===== config.mk =====
export PLATFORM = sky130hd
export DESIGN_NAME = data_cache
export DESIGN_NICKNAME = d
export VERILOG_FILES = /design/src/rtl/data_cache_pkg.sv /design/src/rtl/data_cache_line_array.sv /design/src/rtl/data_cache.sv
export SDC_FILE = /design/constraint.sdc
export NUM_CORES = 1
export LEC_CHECK = 0
export CAP_MARGIN = 20
export CORE_ASPECT_RATIO = 1.75
export CORE_MARGIN = 2
export CORE_UTILIZATION = 45
export DETAILED_ROUTE_END_ITERATION = 10
export GPL_TIMING_DRIVEN = 0
export PLACE_DENSITY = 0.68
export SKIP_CTS_REPAIR_TIMING = 1
export SLEW_MARGIN = 20
export SYNTH_ARGS = -nofsm -noshare
export SYNTH_HDL_FRONTEND = slang
export SYNTH_SLANG_ARGS = --single-unit

===== constraint.sdc =====
create_clock -name clk -period 5.3 [get_ports clk]
set_input_delay 1.06 -clock clk [delete_from_list [all_inputs] [get_ports clk]]
set_output_delay 1.06 -clock clk [all_outputs]
set_load 0.05 [all_outputs]

===== src/rtl/data_cache_pkg.sv =====
// Shared types and geometry helpers for the direct-mapped data cache.
package data_cache_pkg;

  localparam int unsigned WORD_SIZE_DEF  = 16;
  localparam int unsigned LINE_WORDS_DEF = 4;
  localparam int unsigned NUM_LINES_DEF  = 4;

  typedef enum logic [1:0] {
    StIdle      = 2'd0,
    StWriteback = 2'd1,
    StFill      = 2'd2
  } state_e;

  // Tag width left over after the offset and index fields.
  function automatic int unsigned tag_bits(input int unsigned word_size,
                                           input int unsigned line_words,
                                           input int unsigned num_lines);
    return word_size - $clog2(line_words) - $clog2(num_lines);
  endfunction

endpackage


===== src/rtl/data_cache_line_array.sv =====
// Tag/valid/dirty/data storage: one combinational read port and synchronous
// word-merge and line-fill write ports, all addressed by the same index.
module cache_line_array
  import data_cache_pkg::*;
#(
  parameter int unsigned WORD_SIZE  = WORD_SIZE_DEF,
  parameter int unsigned LINE_WORDS = LINE_WORDS_DEF,
  parameter int unsigned NUM_LINES  = NUM_LINES_DEF,
  localparam int unsigned OB        = $clog2(LINE_WORDS),
  localparam int unsigned IB        = $clog2(NUM_LINES),
  localparam int unsigned TB        = tag_bits(WORD_SIZE, LINE_WORDS, NUM_LINES),
  localparam int unsigned LINE_BITS = LINE_WORDS * WORD_SIZE
) (
  input  logic                 clk,
  input  logic                 reset_n,
  input  logic [IB-1:0]        idx,
  input  logic [OB-1:0]        word_off,
  input  logic                 word_we,
  input  logic [WORD_SIZE-1:0] word_data,
  input  logic                 fill_we,
  input  logic [LINE_BITS-1:0] fill_line,
  input  logic [TB-1:0]        fill_tag,
  input  logic                 clean_we,
  output logic [LINE_BITS-1:0] line,
  output logic [TB-1:0]        tag,
  output logic                 valid,
  output logic                 dirty
);

  logic [LINE_BITS-1:0] data_q [NUM_LINES];
  logic [TB-1:0]        tag_q  [NUM_LINES];
  logic [NUM_LINES-1:0] valid_q;
  logic [NUM_LINES-1:0] dirty_q;

  // Status bits: the only storage cleared by reset.
  always_ff @(posedge clk) begin
    if (!reset_n) begin
      valid_q <= '0;
      dirty_q <= '0;
    end else if (fill_we) begin
      valid_q[idx] <= 1'b1;
      dirty_q[idx] <= 1'b0;
    end else if (word_we) begin
      dirty_q[idx] <= 1'b1;
    end else if (clean_we) begin
      dirty_q[idx] <= 1'b0;
    end
  end

  // Data and tag arrays: a fill replaces the whole line, a store merges one word.
  always_ff @(posedge clk) begin
    if (fill_we) begin
      data_q[idx] <= fill_line;
      tag_q[idx]  <= fill_tag;
    end else if (word_we) begin
      data_q[idx][word_off*WORD_SIZE +: WORD_SIZE] <= word_data;
    end
  end

  assign line  = data_q[idx];
  assign tag   = tag_q[idx];
  assign valid = valid_q[idx];
  assign dirty = dirty_q[idx];

endmodule


===== src/rtl/data_cache.sv =====
// Direct-mapped write-back, write-allocate cache. Hits complete combinationally;
// misses stall via c_ready while the FSM writes back and refills the line.
module data_cache
  import data_cache_pkg::*;
#(
  parameter int unsigned WORD_SIZE  = WORD_SIZE_DEF,
  parameter int unsigned LINE_WORDS = LINE_WORDS_DEF,
  parameter int unsigned NUM_LINES  = NUM_LINES_DEF,
  localparam int unsigned OB        = $clog2(LINE_WORDS),
  localparam int unsigned IB        = $clog2(NUM_LINES),
  localparam int unsigned TB        = tag_bits(WORD_SIZE, LINE_WORDS, NUM_LINES),
  localparam int unsigned LINE_BITS = LINE_WORDS * WORD_SIZE
) (
  input  logic                 clk,
  input  logic                 reset_n,
  input  logic                 c_read,
  input  logic                 c_write,
  input  logic [WORD_SIZE-1:0] c_addr,
  input  logic [WORD_SIZE-1:0] c_wdata,
  output logic [WORD_SIZE-1:0] c_rdata,
  output logic                 c_ready,
  output logic                 mem_req,
  output logic                 mem_we,
  output logic [WORD_SIZE-1:0] mem_addr,
  output logic [LINE_BITS-1:0] mem_wline,
  input  logic [LINE_BITS-1:0] mem_rline,
  input  logic                 mem_ack,
  output logic [WORD_SIZE-1:0] hit_count,
  output logic [WORD_SIZE-1:0] miss_count
);

  state_e state_q, state_d;
  logic   replay_q, replay_d;
  logic [WORD_SIZE-1:0] hit_q, miss_q;
  logic   hit_inc, miss_inc;

  logic [OB-1:0] off;
  logic [IB-1:0] idx;
  logic [TB-1:0] req_tag;
  logic          req, hit;

  logic [LINE_BITS-1:0] line;
  logic [TB-1:0]        line_tag;
  logic                 line_valid, line_dirty;
  logic                 word_we, fill_we, clean_we;

  assign off     = c_addr[OB-1:0];
  assign idx     = c_addr[OB+IB-1:OB];
  assign req_tag = c_addr[WORD_SIZE-1:OB+IB];
  assign req     = c_read | c_write;
  assign hit     = line_valid && (line_tag == req_tag);

  cache_line_array #(
    .WORD_SIZE (WORD_SIZE),
    .LINE_WORDS(LINE_WORDS),
    .NUM_LINES (NUM_LINES)
  ) u_array (
    .clk      (clk),
    .reset_n  (reset_n),
    .idx      (idx),
    .word_off (off),
    .word_we  (word_we),
    .word_data(c_wdata),
    .fill_we  (fill_we),
    .fill_line(mem_rline),
    .fill_tag (req_tag),
    .clean_we (clean_we),
    .line     (line),
    .tag      (line_tag),
    .valid    (line_valid),
    .dirty    (line_dirty)
  );

  // Next state, datapath handshake and memory request decode.
  always_comb begin
    state_d   = state_q;
    replay_d  = replay_q;
    c_ready   = 1'b1;
    c_rdata   = '0;
    mem_req   = 1'b0;
    mem_we    = 1'b0;
    mem_addr  = '0;
    mem_wline = '0;
    word_we   = 1'b0;
    fill_we   = 1'b0;
    clean_we  = 1'b0;
    hit_inc   = 1'b0;
    miss_inc  = 1'b0;
    unique case (state_q)
      StIdle: begin
        // The replay flag only covers the first IDLE cycle after a refill.
        replay_d = 1'b0;
        if (req) begin
          if (hit) begin
            if (c_read) c_rdata = line[off*WORD_SIZE +: WORD_SIZE];
            word_we = c_write;
            hit_inc = !replay_q;
          end else begin
            c_ready  = 1'b0;
            miss_inc = 1'b1;
            state_d  = (line_valid && line_dirty) ? StWriteback : StFill;
          end
        end
      end
      StWriteback: begin
        c_ready   = 1'b0;
        mem_req   = 1'b1;
        mem_we    = 1'b1;
        mem_addr  = {line_tag, idx, {OB{1'b0}}};
        mem_wline = line;
        if (mem_ack) begin
          clean_we = 1'b1;
          state_d  = StFill;
        end
      end
      StFill: begin
        c_ready  = 1'b0;
        mem_req  = 1'b1;
        mem_addr = {req_tag, idx, {OB{1'b0}}};
        if (mem_ack) begin
          fill_we  = 1'b1;
          replay_d = 1'b1;
          state_d  = StIdle;
        end
      end
      default: state_d = StIdle;
    endcase
  end

  // State, replay flag and wrapping performance counters.
  always_ff @(posedge clk) begin
    if (!reset_n) begin
      state_q  <= StIdle;
      replay_q <= 1'b0;
      hit_q    <= '0;
      miss_q   <= '0;
    end else begin
      state_q  <= state_d;
      replay_q <= replay_d;
      if (hit_inc)  hit_q  <= hit_q + WORD_SIZE'(1);
      if (miss_inc) miss_q <= miss_q + WORD_SIZE'(1);
    end
  end

  assign hit_count  = hit_q;
  assign miss_count = miss_q;

endmodule


==> impl_metrics.py, run 1 <==
metrics = {
    "outcome": {
        "status": "finished clean",
    },
    "power": {
        "vdd_drop_max_mv": 0.290,
        "power_density_nw_per_um2": 295,
        "p_leak_nw": 7.45,
    },
    "min_path": {
        "whs_endpoint": "hit_count[15]$_SDFFE_PN0P_",
        "hold_class": "flop to flop",
        "holdPathStages": 2,
        "hp-start": "hit_count[15]$_SDFFE_PN0P_",
    },
    "critical_path": {
        "endpoint_kind": "output pin",
        "critPathArrivalTime_ns": 4.17,
        "rrSetupSlack_ns": 1.68,
        "startpoint_type": "input port",
        "r2r_end": "u_array.data_q[1][7]$_DFFE_PP_",
        "reg2reg_depth": 9,
        "r2r-start": "u_array.tag_q[3][4]$_DFFE_PP_",
        "cpMaxStageDelayCell": "or3_1",
        "path_max_fanout": 10,
        "cp.required_ns": 4.24,
        "path_cells": "buf_2 > buf_4 > mux4_2 > xnor2_1 > nand2_1 > or3_1 > clkbuf_1 > nor2_1 > nand3_2 > buf_2 > nor2b_1 > clkbuf_4",
        "max_stage_delay_ns": 0.44,
        "crit_type": "input port to output pin",
        "critPathMostFrequentCell": "buf_2",
    },
    "synthesis": {
        "yosys_register_bits": 347,
        "synth.top_cells.by_count": "edfxtp_1, nand2_1, mux4_2",
        "synth-seq-area-share_pct": 62.0,
        "yosysMostFrequentCell": "edfxtp_1",
        "async_flop_share_pct": 0,
        "ys_warn_count": 0,
        "synth_edf_count": 304,
        "netlist_instances": 1094,
        "synth.avg_cell_area_sq_um": 14.7,
        "yosysTopAreaCellShare_pct": 56.6,
        "yosys.area.top_type": "edfxtp_1",
        "syn_area_sq_um": 16100,
        "synth_area_leaders": "edfxtp_1, mux4_2, mux2i_1",
        "synthDistinctLibCells": 62,
        "synth_flop_cell": "edfxtp_1",
    },
    "sta": {
        "hold_violations": 0,
        "setup_viol": 0,
        "min_period_over_period_pct": 98.8,
        "tns_ns": 0,
        "skew_ns": 0.0418,
        "fmax_ghz": 0.191,
        "drv_slew": 0,
        "rsz0062_at_grt": "false",
        "min_period_ns": 5.23,
        "relSlewSlack_pct": 27.4,
        "holdWs_ns": 0.478,
        "fin_ws_ns": 0.0654,
        "worst_pin_slew_ns": 1.09,
    },
    "job": {
        "max-cap-violations": 0,
    },
    "clock_tree": {
        "clk_pin_slew_ns": 0.06,
        "worstSkewPairLatency_ns": 0.59,
        "cts_buffers": 31,
        "clkSinkCount": 347,
        "clk_path_buf_depth": 3,
        "cts_root_buf": "clkbuf_16",
        "h-tree-depth": 1,
        "cts_tree": "yes",
    },
    "placement": {
        "dp.cells": 1803,
        "gp_congestion": 0.903,
        "pre_cts_slack_ns": -0.707,
        "dpl.hpwl_um": 36200,
        "io_buffers": 227,
    },
    "global_route": {
        "overflow": 0,
        "grt_max_degree": 17,
        "grt_pass1_wl_um": 68600,
        "grt_antenna_before_repair": 2,
        "first_global_vias": 10461,
        "grt_usage_pct": 25.3,
    },
    "routing": {
        "drt_wl_total_um": 47300,
        "routedWlPerCell_um": 25.4,
        "antenna_left": 0,
        "routed_via_density": 5.58,
        "vias": 10382,
        "dr.first_iter.drc_count": 640,
        "drc": 0,
        "drt-pass1-iter-count": 5,
    },
    "final_layout": {
        "fillers": 2829,
        "multi_input_area_sq_um": 5600,
        "final_cells": 1860,
        "area_growth_pct": 25.9,
        "regArea_sq_um": 9990,
        "drive_above_1_share_pct": 16.2,
        "final_nets": 1482,
        "diodes": 0,
    },
    "die": {
        "chipWidth_um": 147,
        "ios": 232,
        "start_util_pct": 45.7,
        "core_area_sq_um": 35300,
        "row_count": 91,
        "die_h_um": 254,
        "dieArea_sq_um": 37400,
    },
}
[how the worst max path moves through the flow]
stage | from | to | slack, ns
2_1_floorplan | c_addr[2] | mem_addr[13] | 0.39
3_3_place_gp | c_addr[2] | c_rdata[11] | -0.67
3_5_place_dp | c_addr[2] | c_rdata[11] | -0.71
4_1_cts | c_addr[2] | c_rdata[11] | -0.70
5_1_grt | c_addr[3] | c_rdata[10] | 0.002
6_report | c_addr[3] | c_rdata[10] | 0.07
[layout make-up]
class	instances	share of cell area, %
Sequential cell	347	49.2
Multi-Input combinational cell	610	27.6
Timing Repair Buffer	243	12.0
Clock buffer	40	4.04
Tap cell	465	2.87
Buffer	65	1.82
Inverter	73	1.35
Clock inverter	17	1.09
[per-layer routing]
| metal | wire length (um) | track usage (%) | part of all wire, % |
|---|---|---|---|
| met1 | 16700 | 30.2 | 35 |
| met2 | 25100 | 46.3 | 53 |
| met3 | 3560 | 3.42 | 7.5 |
| met4 | 1980 | 9.78 | 4.2 |
| met5 | 0 | 0 | 0 |
[critical path: cells and delay by family]
kind / cells / cell delay, ns
AND/OR/NAND/NOR: 5 / 1.26
buffers and inverters: 5 / 1.22
multiplexers: 1 / 0.36
XOR/XNOR: 1 / 0.26
[cells in the final DEF, fill, tap and decap left out, drive strengths merged, types with 10 or more instances in the layout]
cell           synthesis  final
mux2i                 87     87
clkinv                 2     13
mux4                  91     91
xnor2                 16     16
a21oi                 32     32
nand4                 11     11
inv                   71     71
nor2                  30     30
nor2b                 28     28
buf                   25     41
nand2                 99     99
clkbuf                40     90
nand2b                18     18
dfxtp                 43     43
edfxtp               304    304
and2                  67     67
ha                    10     10
clkdlybuf4s50          0    208
nand3                 24     24
[registers in the layout (all words and copies together), names as in the netlist, named ones only]
signal,flops
miss_count,16
u_array.tag_q,48
u_array.valid_q,4
state_q,2
replay_q,1
hit_count,16
u_array.data_q,256
[cell families (layout without fill, tap and decap cells)]
kind of cell               count (synthesis)  count (layout)  synth area share (%)
adders and majority gates                 10              10                 0.776
and+or+nand+nor                          325             325                  10.9
other                                      1               2                0.0233
DFF                                      347             347                  62.0
xor gates and xnor gates                  18              18                  1.07
buffers and inverters                    138             438                  3.90
muxes                                    179             179                  18.3
AOI/OAI and AO/OA                         76              76                  3.04
[power breakdown]
group          leakage, nW  total, mW  switching, mW  internal [mW]
Sequential            3.10       3.04         0.0155           3.02
Combinational         3.85      0.617          0.370          0.247
Clock                0.504       2.32          0.987           1.33
[per-stage QoR]
step | utilization [%] | power [mW] | instance area (sq um)
after global routing | 57.5 | 6.13 | 20300
after detailed placement | 54.5 | 3.71 | 19200
after CTS | 57.4 | 6.00 | 20300
after global placement | 53.8 | 3.69 | 19000
after floorplan | - | 3.43 | 16100
final | 57.5 | 5.98 | 20300
(Power assumes the default switching activity.)
==> run 2, diff against run 1 <==
--- a/config.mk
+++ b/config.mk
@@ -5,13 +5,13 @@
 export SDC_FILE = /design/constraint.sdc
 export NUM_CORES = 1
 export LEC_CHECK = 0
-export CAP_MARGIN = 20
+export CAP_MARGIN = 40
 export CORE_ASPECT_RATIO = 1.75
 export CORE_MARGIN = 2
 export CORE_UTILIZATION = 45
 export DETAILED_ROUTE_END_ITERATION = 10
 export GPL_TIMING_DRIVEN = 0
-export PLACE_DENSITY = 0.68
+export PLACE_DENSITY_LB_ADDON = 0.25
 export SKIP_CTS_REPAIR_TIMING = 1
 export SLEW_MARGIN = 20
 export SYNTH_ARGS = -nofsm -noshare
==> run 2 against run 1 <==
Sequential cell count stayed put. Largest cell class unchanged. Via count is 2.1% higher. Non-clock buffer count is 7 higher. Critical endpoint is now c_rdata[13]. Clock-buffer cell count is 2 lower. Global-route usage is 0.58 points higher. Clock skew is 0.023 ns lower. Sequential share of layout area is 0.37 points lower.
==> impl_metrics.py, run 2 (synthesis results as in run 1) <==
metrics = {
    "global_route": {
        "grt_pass1_wl_um": 69600,
        "use_met3_pct": 3.86,
        "first_global_vias": 10678,
        "overflow": 0,
        "grt_util_met1_pct": 30.4,
        "grt_max_degree": 17,
        "grt_antenna_before_repair": 2,
        "grt_busiest_layer": "met2",
        "gr-usage-met2_pct": 47.4,
        "grt_usage_pct": 25.9,
    },
    "final_layout": {
        "regArea_sq_um": 9990,
        "layout_commonest_cell": "edfxtp_1",
        "multi_input_area_sq_um": 5650,
        "fillers": 2873,
        "regMostFlops": "u_array.data_q",
        "area_growth_pct": 26.9,
        "fin_util_pct": 57.9,
        "diodes": 0,
        "final_cell_mix": "edfxtp_1, clkdlybuf4s50_1, nand2_1",
        "reg_top3": "u_array.data_q: 256 flops, u_array.tag_q: 48 flops",
        "final_nets": 1493,
        "drive_above_1_share_pct": 16.9,
        "largest_reg_flops": 256,
    },
    "clock_tree": {
        "h-tree-depth": 2,
        "cts_tree": "yes",
        "cts_root_buf": "clkbuf_16",
        "clk_pin_slew_ns": 0.06,
        "clkSinkCount": 347,
        "clk_path_buf_depth": 3,
        "cts_buffers": 35,
        "worstSkewPairLatency_ns": 0.54,
    },
    "sta": {
        "worst_pin_slew_ns": 0.844,
        "min_period_ns": 5.21,
        "hold_violations": 0,
        "min_period_over_period_pct": 98.3,
        "holdWs_ns": 0.470,
        "fmax_ghz": 0.192,
        "relSlewSlack_pct": 43.8,
        "skew_ns": 0.0186,
        "drv_slew": 0,
        "setup_viol": 0,
    },
    "routing": {
        "antenna_left": 0,
        "routed_via_density": 5.66,
        "drt-pass1-iter-count": 5,
        "drc": 0,
        "routedWlPerCell_um": 25.8,
        "dr.first_iter.drc_count": 757,
        "drt_wl_total_um": 48300,
        "vias": 10597,
    },
    "critical_path": {
        "path_max_fanout": 10,
        "cp.required_ns": 4.24,
        "r2r-start": "u_array.tag_q[3][4]$_DFFE_PP_",
        "startpoint_type": "input port",
        "rrSetupSlack_ns": 1.55,
        "startpoint": "c_addr[3]",
        "endpoint_kind": "output pin",
        "crit_type": "input port to output pin",
        "critPathArrivalTime_ns": 4.15,
    },
    "outcome": {
        "status": "finished clean",
    },
    "power": {
        "p_sw_share_pct": 23.9,
        "internal_power_mw": 4.63,
        "p_sw_mw": 1.46,
        "pwr-share-seq_pct": 50.0,
        "vdd_drop_max_mv": 0.257,
        "p_clk_share_pct": 39.7,
        "power.share.combinational_pct": 10.3,
        "power_density_nw_per_um2": 297,
        "p_leak_nw": 7.49,
    },
    "die": {
        "die_h_um": 254,
        "dieArea_sq_um": 37400,
        "core_area_sq_um": 35300,
        "row_count": 91,
        "ios": 232,
        "start_util_pct": 45.7,
        "chipWidth_um": 147,
    },
    "min_path": {
        "hold_class": "flop to flop",
        "hp-start": "miss_count[15]$_SDFFE_PN0P_",
    },
    "placement": {
        "io_buffers": 227,
        "dpl.hpwl_um": 36100,
        "gp_congestion": 0.880,
    },
    "job": {
        "max-cap-violations": 0,
    },
}
## run 2: power groups by stage
stage                     logic (mW)  registers (mW)  clock network (mW)
final                          0.627            3.04                2.41
after floorplan                0.323            3.11                   0
after global placement         0.594            3.10                   0
after detailed placement       0.622            3.10                   0
after CTS                      0.624            3.04                2.44
after global routing           0.661            3.04                2.54
## run 2: worst paths after layout
kind	endpoint	cells past startpoint
setup / recovery	c_rdata[13]	12
hold / removal	miss_count[15]$_SDFFE_PN0P_	2
setup reg to reg	u_array.data_q[1][38]$_DFFE_PP_	9
hold reg to reg	miss_count[15]$_SDFFE_PN0P_	2
## run 2: area by class of cell
| class | instances | share of cell area, % |
|---|---|---|
| inverters | 73 | 1.34 |
| multi-input cells | 610 | 27.6 |
| clock buffers | 38 | 4.44 |
| clock inverters | 24 | 0.960 |
| flip-flops and latches | 347 | 48.8 |
| well taps | 465 | 2.84 |
| plain buffers | 65 | 1.76 |
| repair buffers | 250 | 12.2 |
## run 2: stage by stage
step / instances / worst slack (ns) / total power, mW / setup TNS [ns] / instance area [sq um]
2_1_floorplan: 1095 / 0.392 / 3.43 / 0 / 16100
3_3_place_gp: 1787 / -0.601 / 3.69 / -78.00 / 19000
3_5_place_dp: 1805 / -0.540 / 3.72 / -7.12 / 19300
4_1_cts: 1867 / -0.543 / 6.11 / -7.12 / 20400
5_1_grt: 1872 / -0.0105 / 6.24 / -0.0222 / 20500
6_report: 1872 / 0.0913 / 6.08 / 0 / 20500
## run 2: worst max-delay path, stage by stage
cell	delay, ns
buf_2	0.19
buf_4	0.29
mux4_2	0.36
xnor2_1	0.27
nand2_1	0.15
or3_1	0.43
clkbuf_1	0.20
nor2_1	0.18
nand3_2	0.19
buf_2	0.26
nor2b_1	0.29
buf_4	0.26
## run 2: routing by layer
layer,vias to the layer above,part of all wire [%]
li1,4670,-
met5,-,0
met1,5364,35
met2,478,53
met3,85,7.1
met4,0,4.1
==> run 3, diff against run 2 <==
--- a/config.mk
+++ b/config.mk
@@ -13,7 +13,6 @@
 export GPL_TIMING_DRIVEN = 0
 export PLACE_DENSITY_LB_ADDON = 0.25
 export SKIP_CTS_REPAIR_TIMING = 1
-export SLEW_MARGIN = 20
 export SYNTH_ARGS = -nofsm -noshare
 export SYNTH_HDL_FRONTEND = slang
 export SYNTH_SLANG_ARGS = --single-unit
==> run 3 against run 2 <==
Sequential power hardly changed. Total power is 1.3% higher. Die area stayed put. Hold slack better by 0.0077 ns. Combinational power hardly changed. Worst setup slack worse by 0.021 ns. Critical path depth is 1 lower. Fmax is 0.40% lower. Register-to-register slack worse by 0.04 ns.
==> impl_metrics.py, run 3 (synthesis results as in run 1) <==
metrics = {
    "outcome": {
        "status": "finished clean",
    },
    "clock_tree": {
        "clk_path_buf_depth": 3,
        "worstSkewPairLatency_ns": 0.58,
        "h-tree-depth": 1,
        "clkSinkCount": 347,
        "cts_tree": "yes",
        "cts_root_buf": "clkbuf_16",
        "clk_pin_slew_ns": 0.07,
        "cts_buffers": 31,
    },
    "sta": {
        "drv_slew": 0,
        "relSlewSlack_pct": 42.9,
        "fmax_ghz": 0.191,
        "min_period_ns": 5.23,
        "skew_ns": 0.0154,
        "setup_viol": 0,
        "rsz0062_at_grt": "true",
        "tns_ns": 0,
        "fin_ws_ns": 0.0705,
        "min_period_over_period_pct": 98.7,
        "hold_violations": 0,
        "worst_pin_slew_ns": 0.856,
    },
    "die": {
        "dieArea_sq_um": 37400,
        "chipWidth_um": 147,
        "die_h_um": 254,
        "start_util_pct": 45.7,
        "core_area_sq_um": 35300,
        "row_count": 91,
        "ios": 232,
    },
    "routing": {
        "routedWlPerCell_um": 25.7,
        "vias": 10586,
        "antenna_left": 0,
        "dr.first_iter.drc_count": 771,
        "drc": 0,
        "drt-pass1-iter-count": 5,
        "drt_wl_total_um": 48100,
        "routed_via_density": 5.65,
    },
    "critical_path": {
        "startpoint": "c_addr[2]",
        "reg2reg_depth": 9,
        "r2r-start": "u_array.tag_q[3][4]$_DFFE_PP_",
        "r2r_end": "u_array.data_q[1][40]$_DFFE_PP_",
        "cp.required_ns": 4.24,
        "startpoint_type": "input port",
        "crit_type": "input port to output pin",
        "critPathArrivalTime_ns": 4.17,
        "rrSetupSlack_ns": 1.51,
        "path_max_fanout": 10,
        "endpoint_kind": "output pin",
    },
    "power": {
        "power.share.combinational_pct": 10.2,
        "power_density_nw_per_um2": 300,
        "p_total_mw": 6.16,
        "internal_power_mw": 4.75,
        "p_sw_mw": 1.41,
        "pwr-share-seq_pct": 49.4,
        "p_sw_share_pct": 22.9,
        "vdd_drop_max_mv": 0.250,
        "p_clk_share_pct": 40.5,
        "p_leak_nw": 7.55,
    },
    "final_layout": {
        "final_nets": 1496,
        "layout_commonest_cell": "edfxtp_1",
        "final_cell_mix": "edfxtp_1, clkdlybuf4s50_1, nand2_1",
        "final_cells": 1875,
        "regMostFlops": "u_array.data_q",
        "diodes": 0,
        "final_area_sq_um": 20500,
        "area_growth_pct": 27.3,
        "drive_above_1_share_pct": 16.9,
        "reg_top3": "u_array.data_q: 256 flops, u_array.tag_q: 48 flops",
        "largest_reg_flops": 256,
    },
    "placement": {
        "io_buffers": 227,
        "placed_area_sq_um": 19400,
        "dpl.hpwl_um": 37100,
        "pre_cts_slack_ns": -0.527,
        "dp.cells": 1816,
        "gp_congestion": 0.880,
    },
    "min_path": {
        "hp-start": "u_array.valid_q[2]$_SDFFE_PN0P_",
        "hold_class": "flop to flop",
        "holdPathStages": 2,
        "whs_endpoint": "u_array.valid_q[2]$_SDFFE_PN0P_",
    },
    "global_route": {
        "grt_antenna_before_repair": 2,
        "first_global_vias": 10797,
        "grt_usage_pct": 25.6,
        "overflow": 0,
        "grt_max_degree": 18,
        "grt_pass1_wl_um": 69400,
    },
    "job": {
        "max-cap-violations": 0,
    },
}
==> run 3: changes by cell type in the layout (fill, tap and decap cells not counted), sizes merged <==
cell | before | now
inv | 72 | 73
buf | 52 | 56
clkinv | 19 | 14
clkbuf | 84 | 82
bufinv | 2 | 8
clkinvlp | 4 | 3
==> run 3: worst max-delay path by stage <==
| stage | endpoint | slack (ns) | depth (start not counted) |
|---|---|---|---|
| 3_5_place_dp | c_rdata[13] | -0.53 | 12 |
| 6_report | c_rdata[13] | 0.07 | 11 |
| 2_1_floorplan | mem_addr[13] | 0.39 | 9 |
| 5_1_grt | c_rdata[9] | -0.006 | 11 |
| 3_3_place_gp | c_rdata[13] | -0.60 | 9 |
| 4_1_cts | c_rdata[13] | -0.55 | 12 |
==> run 3: worst max-delay path: stages <==
cell	delay, ns
buf_6	0.13
mux4_1	0.65
xnor2_2	0.25
nand4_1	0.25
or3b_1	0.43
clkbuf_1	0.19
nor2_1	0.19
nand3_2	0.19
buf_2	0.26
nor2b_1	0.25
clkbuf_4	0.29
==> run 3: per-stage QoR <==
step           hold WS, ns  util (%)
2_1_floorplan        0.432         -
3_3_place_gp         0.442      53.8
3_5_place_dp         0.467      54.9
4_1_cts              0.481      58.1
5_1_grt              0.506      58.1
6_report             0.478      58.1
==> run 3: layout make-up <==
class                   count  area [sq um]
plain buffers              65           360
repair buffers            257          2600
clock buffers              33           783
flip-flops and latches    347          9990
fillers                  2859         14800
well taps                 465           582
inverters                  73           274
multi-input cells         610          5580
clock inverters            25           353
==> run 3: per-layer routing <==
layer / wire, um / track usage, % / vias up
met3: 3530 / 3.42 / 72
met5: 0 / 0 / -
met2: 26000 / 48.1 / 506
met1: 16800 / 29.9 / 5320
li1: - / - / 4688
met4: 1860 / 9.37 / 0
==> run 3: power groups by stage <==
stage          logic, mW  registers, mW  clock network, mW
2_1_floorplan      0.323           3.11                  0
3_3_place_gp       0.594           3.10                  0
3_5_place_dp       0.623           3.10                  0
4_1_cts            0.626           3.04               2.53
5_1_grt            0.660           3.04               2.61
6_report           0.626           3.04               2.49
